$ cat config.mk
export PLATFORM = sky130hd
export DESIGN_NAME = hwag_sync_ctrl
export DESIGN_NICKNAME = d
export VERILOG_FILES = /design/src/rtl/hwag_pkg.sv /design/src/rtl/hwag_cam_sync.sv /design/src/rtl/hwag_sync_ctrl.sv
export SDC_FILE = /design/constraint.sdc
export NUM_CORES = 1
export LEC_CHECK = 0
export CAP_MARGIN = 20
export CORE_AREA = 2 2 90 92
export CTS_BUF_LIST = sky130_fd_sc_hd__clkbuf_2
export DETAILED_ROUTE_END_ITERATION = 10
export DIE_AREA = 0 0 92 94
export GPL_TIMING_DRIVEN = 0
export PLACE_DENSITY = 0.85
export SETUP_SLACK_MARGIN = 0.1
export SLEW_MARGIN = 20
export SYNTH_ARGS = -nofsm -noshare
export SYNTH_HDL_FRONTEND = slang
export SYNTH_HIERARCHICAL = 1
export SYNTH_SLANG_ARGS = --single-unit
$ cat constraint.sdc
create_clock -name clk -period 6.2 [get_ports clk]
set_input_delay 1.24 -clock clk [delete_from_list [all_inputs] [get_ports clk]]
set_output_delay 1.24 -clock clk [all_outputs]
set_load 0.005 [all_outputs]
$ cat src/rtl/hwag_pkg.sv
// Shared types and default sizing for the crank/cam synchronisation controller.
package hwag_pkg;

    localparam int TEETH_DEF    = 58;
    localparam int PERIOD_W_DEF = 24;

    typedef enum logic [2:0] {
        ST_IDLE     = 3'd0,
        ST_SEEK_GAP = 3'd1,
        ST_VERIFY   = 3'd2,
        ST_SYNCED   = 3'd3,
        ST_FAULT    = 3'd4
    } state_e;

    typedef enum logic [1:0] {
        ERR_NONE  = 2'd0,
        ERR_TOOTH = 2'd1,
        ERR_CAM   = 2'd2,
        ERR_STALL = 2'd3
    } err_e;

endpackage

$ cat src/rtl/hwag_cam_sync.sv
// Cam level synchroniser plus the cam level captured at the previous accepted gap.
module hwag_cam_sync
    import hwag_pkg::*;
(
    input  logic clk,
    input  logic rst,
    input  logic cam,
    input  logic clr,
    input  logic gap_acc,
    output logic cam_s,
    output logic last_cam,
    output logic have_last
);

    logic meta_q, meta_d;
    logic sync_q, sync_d;
    logic last_q, last_d;
    logic have_q, have_d;

    always_comb begin
        meta_d = cam;
        sync_d = meta_q;
        last_d = gap_acc ? sync_q : last_q;
        // History is dropped whenever crank lock is lost, so phase must be re-proven.
        have_d = clr ? 1'b0 : (gap_acc ? 1'b1 : have_q);
    end

    always_ff @(posedge clk or negedge rst) begin
        if (!rst) begin
            meta_q <= 1'b0;
            sync_q <= 1'b0;
            last_q <= 1'b0;
            have_q <= 1'b0;
        end else begin
            meta_q <= meta_d;
            sync_q <= sync_d;
            last_q <= last_d;
            have_q <= have_d;
        end
    end

    assign cam_s     = sync_q;
    assign last_cam  = last_q;
    assign have_last = have_q;

endmodule

$ cat src/rtl/hwag_sync_ctrl.sv
// Crank wheel gap search / tooth counting FSM with cam phase tracking and error reporting.
module hwag_sync_ctrl
    import hwag_pkg::*;
#(
    parameter int TEETH    = TEETH_DEF,
    parameter int PERIOD_W = PERIOD_W_DEF
) (
    input  logic                clk,
    input  logic                rst,
    input  logic                en,
    input  logic                tooth_evt,
    input  logic [PERIOD_W-1:0] tooth_period,
    input  logic                cam,
    input  logic [PERIOD_W-1:0] stall_limit,
    output logic                sync,
    output logic                phase,
    output logic                phase_valid,
    output logic [6:0]          tooth_num,
    output logic                rev_evt,
    output logic                core_run,
    output logic                err_evt,
    output logic [1:0]          err_code,
    output logic [7:0]          err_cnt,
    output logic [2:0]          state
);

    localparam logic [6:0] LAST_TOOTH = 7'(TEETH - 1);

    state_e              state_q, state_d;
    logic [PERIOD_W-1:0] prev_period_q, prev_period_d;
    logic [PERIOD_W-1:0] stall_cnt_q, stall_cnt_d;
    logic                prev_valid_q, prev_valid_d;
    logic [6:0]          tooth_num_q, tooth_num_d;
    logic                phase_q, phase_d;
    logic                phase_valid_q, phase_valid_d;
    logic                rev_evt_q, rev_evt_d;
    logic                core_run_q, core_run_d;
    logic                err_evt_q, err_evt_d;
    logic [1:0]          err_code_q, err_code_d;
    logic [7:0]          err_cnt_q, err_cnt_d;

    logic gap, accept, stall_hit, in_count, cam_s, last_cam, have_last;
    logic err_now;
    err_e err_sel;

    // Widened compare so 2*prev_period cannot overflow.
    assign gap       = tooth_evt && prev_valid_q &&
                       ({1'b0, tooth_period} >= {prev_period_q, 1'b0});
    assign in_count  = (state_q == ST_VERIFY) || (state_q == ST_SYNCED);
    assign accept    = en && in_count && gap && (tooth_num_q == LAST_TOOTH);
    assign stall_hit = en && !tooth_evt && (state_q != ST_IDLE) &&
                       (stall_cnt_q == stall_limit);

    hwag_cam_sync u_cam_sync (
        .clk       (clk),
        .rst       (rst),
        .cam       (cam),
        .clr       ((state_q == ST_IDLE) || (state_q == ST_FAULT)),
        .gap_acc   (accept),
        .cam_s     (cam_s),
        .last_cam  (last_cam),
        .have_last (have_last)
    );

    always_comb begin
        state_d       = state_q;
        prev_period_d = tooth_evt ? tooth_period : prev_period_q;
        prev_valid_d  = prev_valid_q | tooth_evt;
        tooth_num_d   = tooth_num_q;
        stall_cnt_d   = tooth_evt ? '0 :
                        (&stall_cnt_q ? stall_cnt_q : stall_cnt_q + 1'b1);
        phase_d       = phase_q;
        phase_valid_d = phase_valid_q;
        err_now       = 1'b0;
        err_sel       = ERR_NONE;

        if (!en) begin
            state_d = ST_IDLE;
        end else begin
            case (state_q)
                ST_IDLE: begin
                    prev_valid_d  = 1'b0;
                    tooth_num_d   = '0;
                    phase_valid_d = 1'b0;
                    state_d       = ST_SEEK_GAP;
                end
                ST_SEEK_GAP: begin
                    if (gap) begin
                        state_d     = ST_VERIFY;
                        tooth_num_d = '0;
                    end
                end
                ST_VERIFY, ST_SYNCED: begin
                    if (gap) begin
                        if (tooth_num_q == LAST_TOOTH) begin
                            state_d     = ST_SYNCED;
                            tooth_num_d = '0;
                        end else begin
                            err_now = 1'b1;
                            err_sel = ERR_TOOTH;
                        end
                    end else if (tooth_evt) begin
                        if (tooth_num_q == LAST_TOOTH) begin
                            err_now = 1'b1;
                            err_sel = ERR_TOOTH;
                        end else begin
                            tooth_num_d = tooth_num_q + 7'd1;
                        end
                    end
                end
                ST_FAULT: begin
                    phase_valid_d = 1'b0;
                    state_d       = ST_SEEK_GAP;
                end
                default: state_d = ST_IDLE;
            endcase

            if (accept) begin
                phase_d = ~cam_s;
                if (have_last) begin
                    if (cam_s == last_cam) begin
                        err_now       = 1'b1;
                        err_sel       = ERR_CAM;
                        phase_valid_d = 1'b0;
                    end else begin
                        phase_valid_d = 1'b1;
                    end
                end
            end

            if (stall_hit) begin
                err_now = 1'b1;
                err_sel = ERR_STALL;
            end

            // Cam disagreement only invalidates phase; crank lock survives it.
            if (err_now && (err_sel != ERR_CAM)) begin
                state_d       = ST_FAULT;
                tooth_num_d   = '0;
                phase_valid_d = 1'b0;
            end
        end

        rev_evt_d  = accept;
        core_run_d = (state_q == ST_SYNCED);
        err_evt_d  = err_now;
        err_code_d = err_now ? err_sel : err_code_q;
        err_cnt_d  = (err_now && (err_cnt_q != 8'hFF)) ? err_cnt_q + 8'd1 : err_cnt_q;
    end

    always_ff @(posedge clk or negedge rst) begin
        if (!rst) begin
            state_q       <= ST_IDLE;
            prev_period_q <= '0;
            stall_cnt_q   <= '0;
            prev_valid_q  <= 1'b0;
            tooth_num_q   <= '0;
            phase_q       <= 1'b0;
            phase_valid_q <= 1'b0;
            rev_evt_q     <= 1'b0;
            core_run_q    <= 1'b0;
            err_evt_q     <= 1'b0;
            err_code_q    <= '0;
            err_cnt_q     <= '0;
        end else begin
            state_q       <= state_d;
            prev_period_q <= prev_period_d;
            stall_cnt_q   <= stall_cnt_d;
            prev_valid_q  <= prev_valid_d;
            tooth_num_q   <= tooth_num_d;
            phase_q       <= phase_d;
            phase_valid_q <= phase_valid_d;
            rev_evt_q     <= rev_evt_d;
            core_run_q    <= core_run_d;
            err_evt_q     <= err_evt_d;
            err_code_q    <= err_code_d;
            err_cnt_q     <= err_cnt_d;
        end
    end

    assign sync        = (state_q == ST_SYNCED);
    assign phase       = phase_q;
    assign phase_valid = phase_valid_q;
    assign tooth_num   = tooth_num_q;
    assign rev_evt     = rev_evt_q;
    assign core_run    = core_run_q;
    assign err_evt     = err_evt_q;
    assign err_code    = err_code_q;
    assign err_cnt     = err_cnt_q;
    assign state       = state_q;

endmodule
==> impl_metrics.yaml <==
run_status:
  status: "completed"
setup_path:
  critical_path_class: "input pin to register"
  rrSetupSlack_ns: 3.45
  crit_path_end_kind: "register"
  arrival_ns: 3.97
  cp-startpoint: "tooth_period[6]"
  r2r_start: "prev_period_q[5]"
  r2r_end: "err_cnt[1]"
  r2r_cells: 10
  cp.required_ns: 6.65
  startpoint_type: "input pin"
  path_max_fanout: 4
clock_tree:
  ctsLongestPathBuffers: 2
  clk_pin_slew_ns: 0.22
  clock_latency_ns: 0.53
  cts_tree: "done"
  cts_buffers: 9
  h-tree-depth: 3
  cts_repair_resize_count: 0
  cts-root-buf: "clkbuf_2"
  clock_sinks: 78
  hold_buffers: 0
  cts_setup_buffers: 0
die:
  io_pins: 79
  fp-row-count: 32
  die_area_sq_mm: 0.008648
  initial_core_util_pct: 57.83
  die_x_microns: 92
  die_y_microns: 94
  coreArea_sq_mm: 0.007607
detailed_routing:
  drc_errors: 0
  drt-pass1-iter-count: 5
  ant_nets: 0
  wire_per_inst_microns: 14.69
  vias: 3630
  routed_wl_microns: 9635
  drt_iter0_markers: 158
  viasPerCell: 5.534
placement:
  dp_hpwl_microns: 7447
  portBuffers: 78
  dp_cells: 642
  routabilityCongestion: 0.9184
synth:
  async_flop_share_pct: 100.0
  synth-seq-area-share_pct: 44.37
  avgSynthCellArea_sq_um: 9.543
  syn_inst: 461
  synth_area_sq_mm: 0.004399
  synth_edf_count: 0
  yosysWarnings: 6
  ys_types: 59
  ys_seq_elements: 78
  synth_nets: 541
  ys.flop_type: "dfrtp_1"
global_route:
  grt_pass1_wl_microns: 16480
  grt_pass1_vias: 3620
  antenna_found_initial: 0
  grt_use_total_pct: 24.06
  grt_start_max_net_pins: 49
  overflow: 0
layout:
  finalNonFillerCells: 656
  fillers: 567
  layout.nets: 631
  antenna_cells: 0
  syn_to_final_growth_pct: 23.98
  drive_gt1_share_pct: 7.040
timing:
  period_share_pct: 56.74
  max_freq_mhz: 284.3
  final-hold-violation-count: 0
  finalSetupTns_ns: 0
  setup_viol: 0
  min_period_ns: 3.518
  fin_skew_ns: 0.03406
  drv_slew: 0
  worst_slew_pin_slew_ns: 0.8783
  max_slew_margin_pct: 40.90
  grt_setup_unrepaired: "false"
flow_run:
  cap_violations: 0
power_and_ir_drop:
  power.density_mw_per_mm2: 182.5
  leakagePower_nw: 2.474
  vdd_drop_max_uv: 131.5
worst_hold_path:
  hp-class: "register to register"
  worstHoldStart: "u_cam_sync/meta_q"
  min_to: "u_cam_sync/cam_s"
  holdPathStages: 0
## power breakdown
part           switching, W  leakage [nW]  internal [W]
registers         0.0000107          1.02      0.000529
clock network      0.000176        0.0713      0.000127
logic             0.0000765          1.38     0.0000765
## worst max-delay path: stages
cell and delay (ns):
clkdlybuf4s50_1 0.44, ha_1 0.35, a211oi_2 0.22, nor2_1 0.08, o31ai_2 0.21, a31oi_1 0.21
or4_4 0.59, nand3_2 0.11, o21a_1 0.17, mux2_2 0.34
## stage by stage
| stage | utilization (%) | cell area (sq um) | worst slack, ns | hold WS (ns) | total power [W] |
|---|---|---|---|---|---|
| 2_1_floorplan | - | 4399 | 2.782 | 0.3312 | 0.0006233 |
| 3_3_place_gp | 69.77 | 5308 | 1.131 | 0.3379 | 0.0006935 |
| 3_5_place_dp | 70.10 | 5333 | 2.099 | 0.3413 | 0.0007019 |
| 4_1_cts | 71.69 | 5454 | 2.681 | 0.3796 | 0.0009974 |
| 5_1_grt | 71.69 | 5454 | 2.462 | 0.3695 | 0.001046 |
| 6_report | 71.69 | 5454 | 2.682 | 0.3858 | 0.0009952 |
## Yosys cell counts, types with 2 or more instances
cell	number	area, sq um
o21a_1	2	15.01
dfrtp_1	78	1952
mux2_4	3	45.04
a21oi_1	13	65.06
nor3_1	9	45.04
mux2_2	3	33.78
o21ai_0	31	155.2
nor4_1	5	31.28
a31oi_1	3	18.77
nand4_1	19	118.9
nand3_1	12	60.06
xnor2_1	18	157.7
or3_1	4	25.02
nor2_1	45	168.9
buf_1	2	7.510
nand2b_1	4	25.02
nand3b_1	2	15.01
inv_1	31	116.4
nand3_2	2	20.02
and3b_1	2	17.52
nand2_1	58	217.7
a211oi_1	2	15.01
o2bb2ai_1	2	17.52
and4_1	2	17.52
xor2_1	32	280.3
and3_1	3	18.77
o21bai_1	2	15.01
and2_1	3	18.77
and3_2	2	15.01
clkbuf_1	7	26.28
nor3b_1	2	15.01
a211o_1	4	35.03
nand4b_1	2	17.52
ha_1	27	337.8
## cell usage in the layout, fill, tap and decap left out, drive strengths merged, types with 3 or more instances in the layout
cell type / synthesis / layout
dfrtp: 78 / 78
clkdlybuf4s50: 0 / 77
nand2: 59 / 59
nor2: 45 / 45
xor2: 32 / 32
inv: 32 / 32
o21ai: 31 / 31
ha: 27 / 27
nand4: 19 / 19
xnor2: 18 / 18
clkbuf: 7 / 16
nand3: 14 / 14
a21oi: 13 / 13
nor3: 9 / 9
mux2: 7 / 7
nor4: 6 / 6
buf: 4 / 6
and3: 5 / 5
nand2b: 4 / 4
or3: 4 / 4
a211o: 4 / 4
a31oi: 4 / 4
and2: 3 / 3
a211oi: 3 / 3
and4: 3 / 3
## layout make-up
class | instances | area, sq um | area share [%]
plain buffers | 11 | 50.05 | 0.9176
clock buffers | 9 | 45.04 | 0.8259
clock inverters | 5 | 76.32 | 1.399
inverters | 32 | 120.1 | 2.202
multi-input cells | 340 | 2277 | 41.75
flip-flops and latches | 78 | 1952 | 35.79
well taps | 102 | 127.6 | 2.340
repair buffers | 79 | 805.8 | 14.77
## cells by family (layout without fill, tap and decap cells)
family	after synthesis	count (layout)	synth area share (%)
adder cells (fa/ha/maj)	27	27	7.679
flip-flops	78	78	44.37
AO/OA/AOI/OAI	69	69	10.27
AND/OR/NAND/NOR	186	186	21.59
multiplexers	8	8	2.275
XOR/XNOR	50	50	9.954
buffers and inverters	43	136	3.868
## worst max-delay path by stage
stage / slack [ns] / endpoint
5_1_grt: 2.46 / tooth_num[5]
2_1_floorplan: 2.78 / err_cnt[1]
6_report: 2.68 / err_cnt[1]
3_5_place_dp: 2.10 / err_cnt[1]
4_1_cts: 2.68 / err_cnt[1]
3_3_place_gp: 1.13 / stall_cnt_q[3]
## sequential cells by signal (all words and copies together) (netlist names), 2 cells and up
| register | cells |
|---|---|
| prev_period_q | 24 |
| stall_cnt_q | 24 |
| err_cnt | 8 |
| tooth_num | 7 |
| state | 3 |
| err_code | 2 |
## routing by layer
| layer | vias up | GRT usage, % | wire length, microns |
|---|---|---|---|
| met3 | 13 | 4.013 | 401 |
| met1 | 1761 | 29.69 | 4179 |
| met5 | - | 0 | 0 |
| met4 | 0 | 8.333 | 92 |
| li1 | 1769 | - | - |
| met2 | 87 | 42.83 | 4962 |
Note: power is estimated with default switching activity, not from simulation.
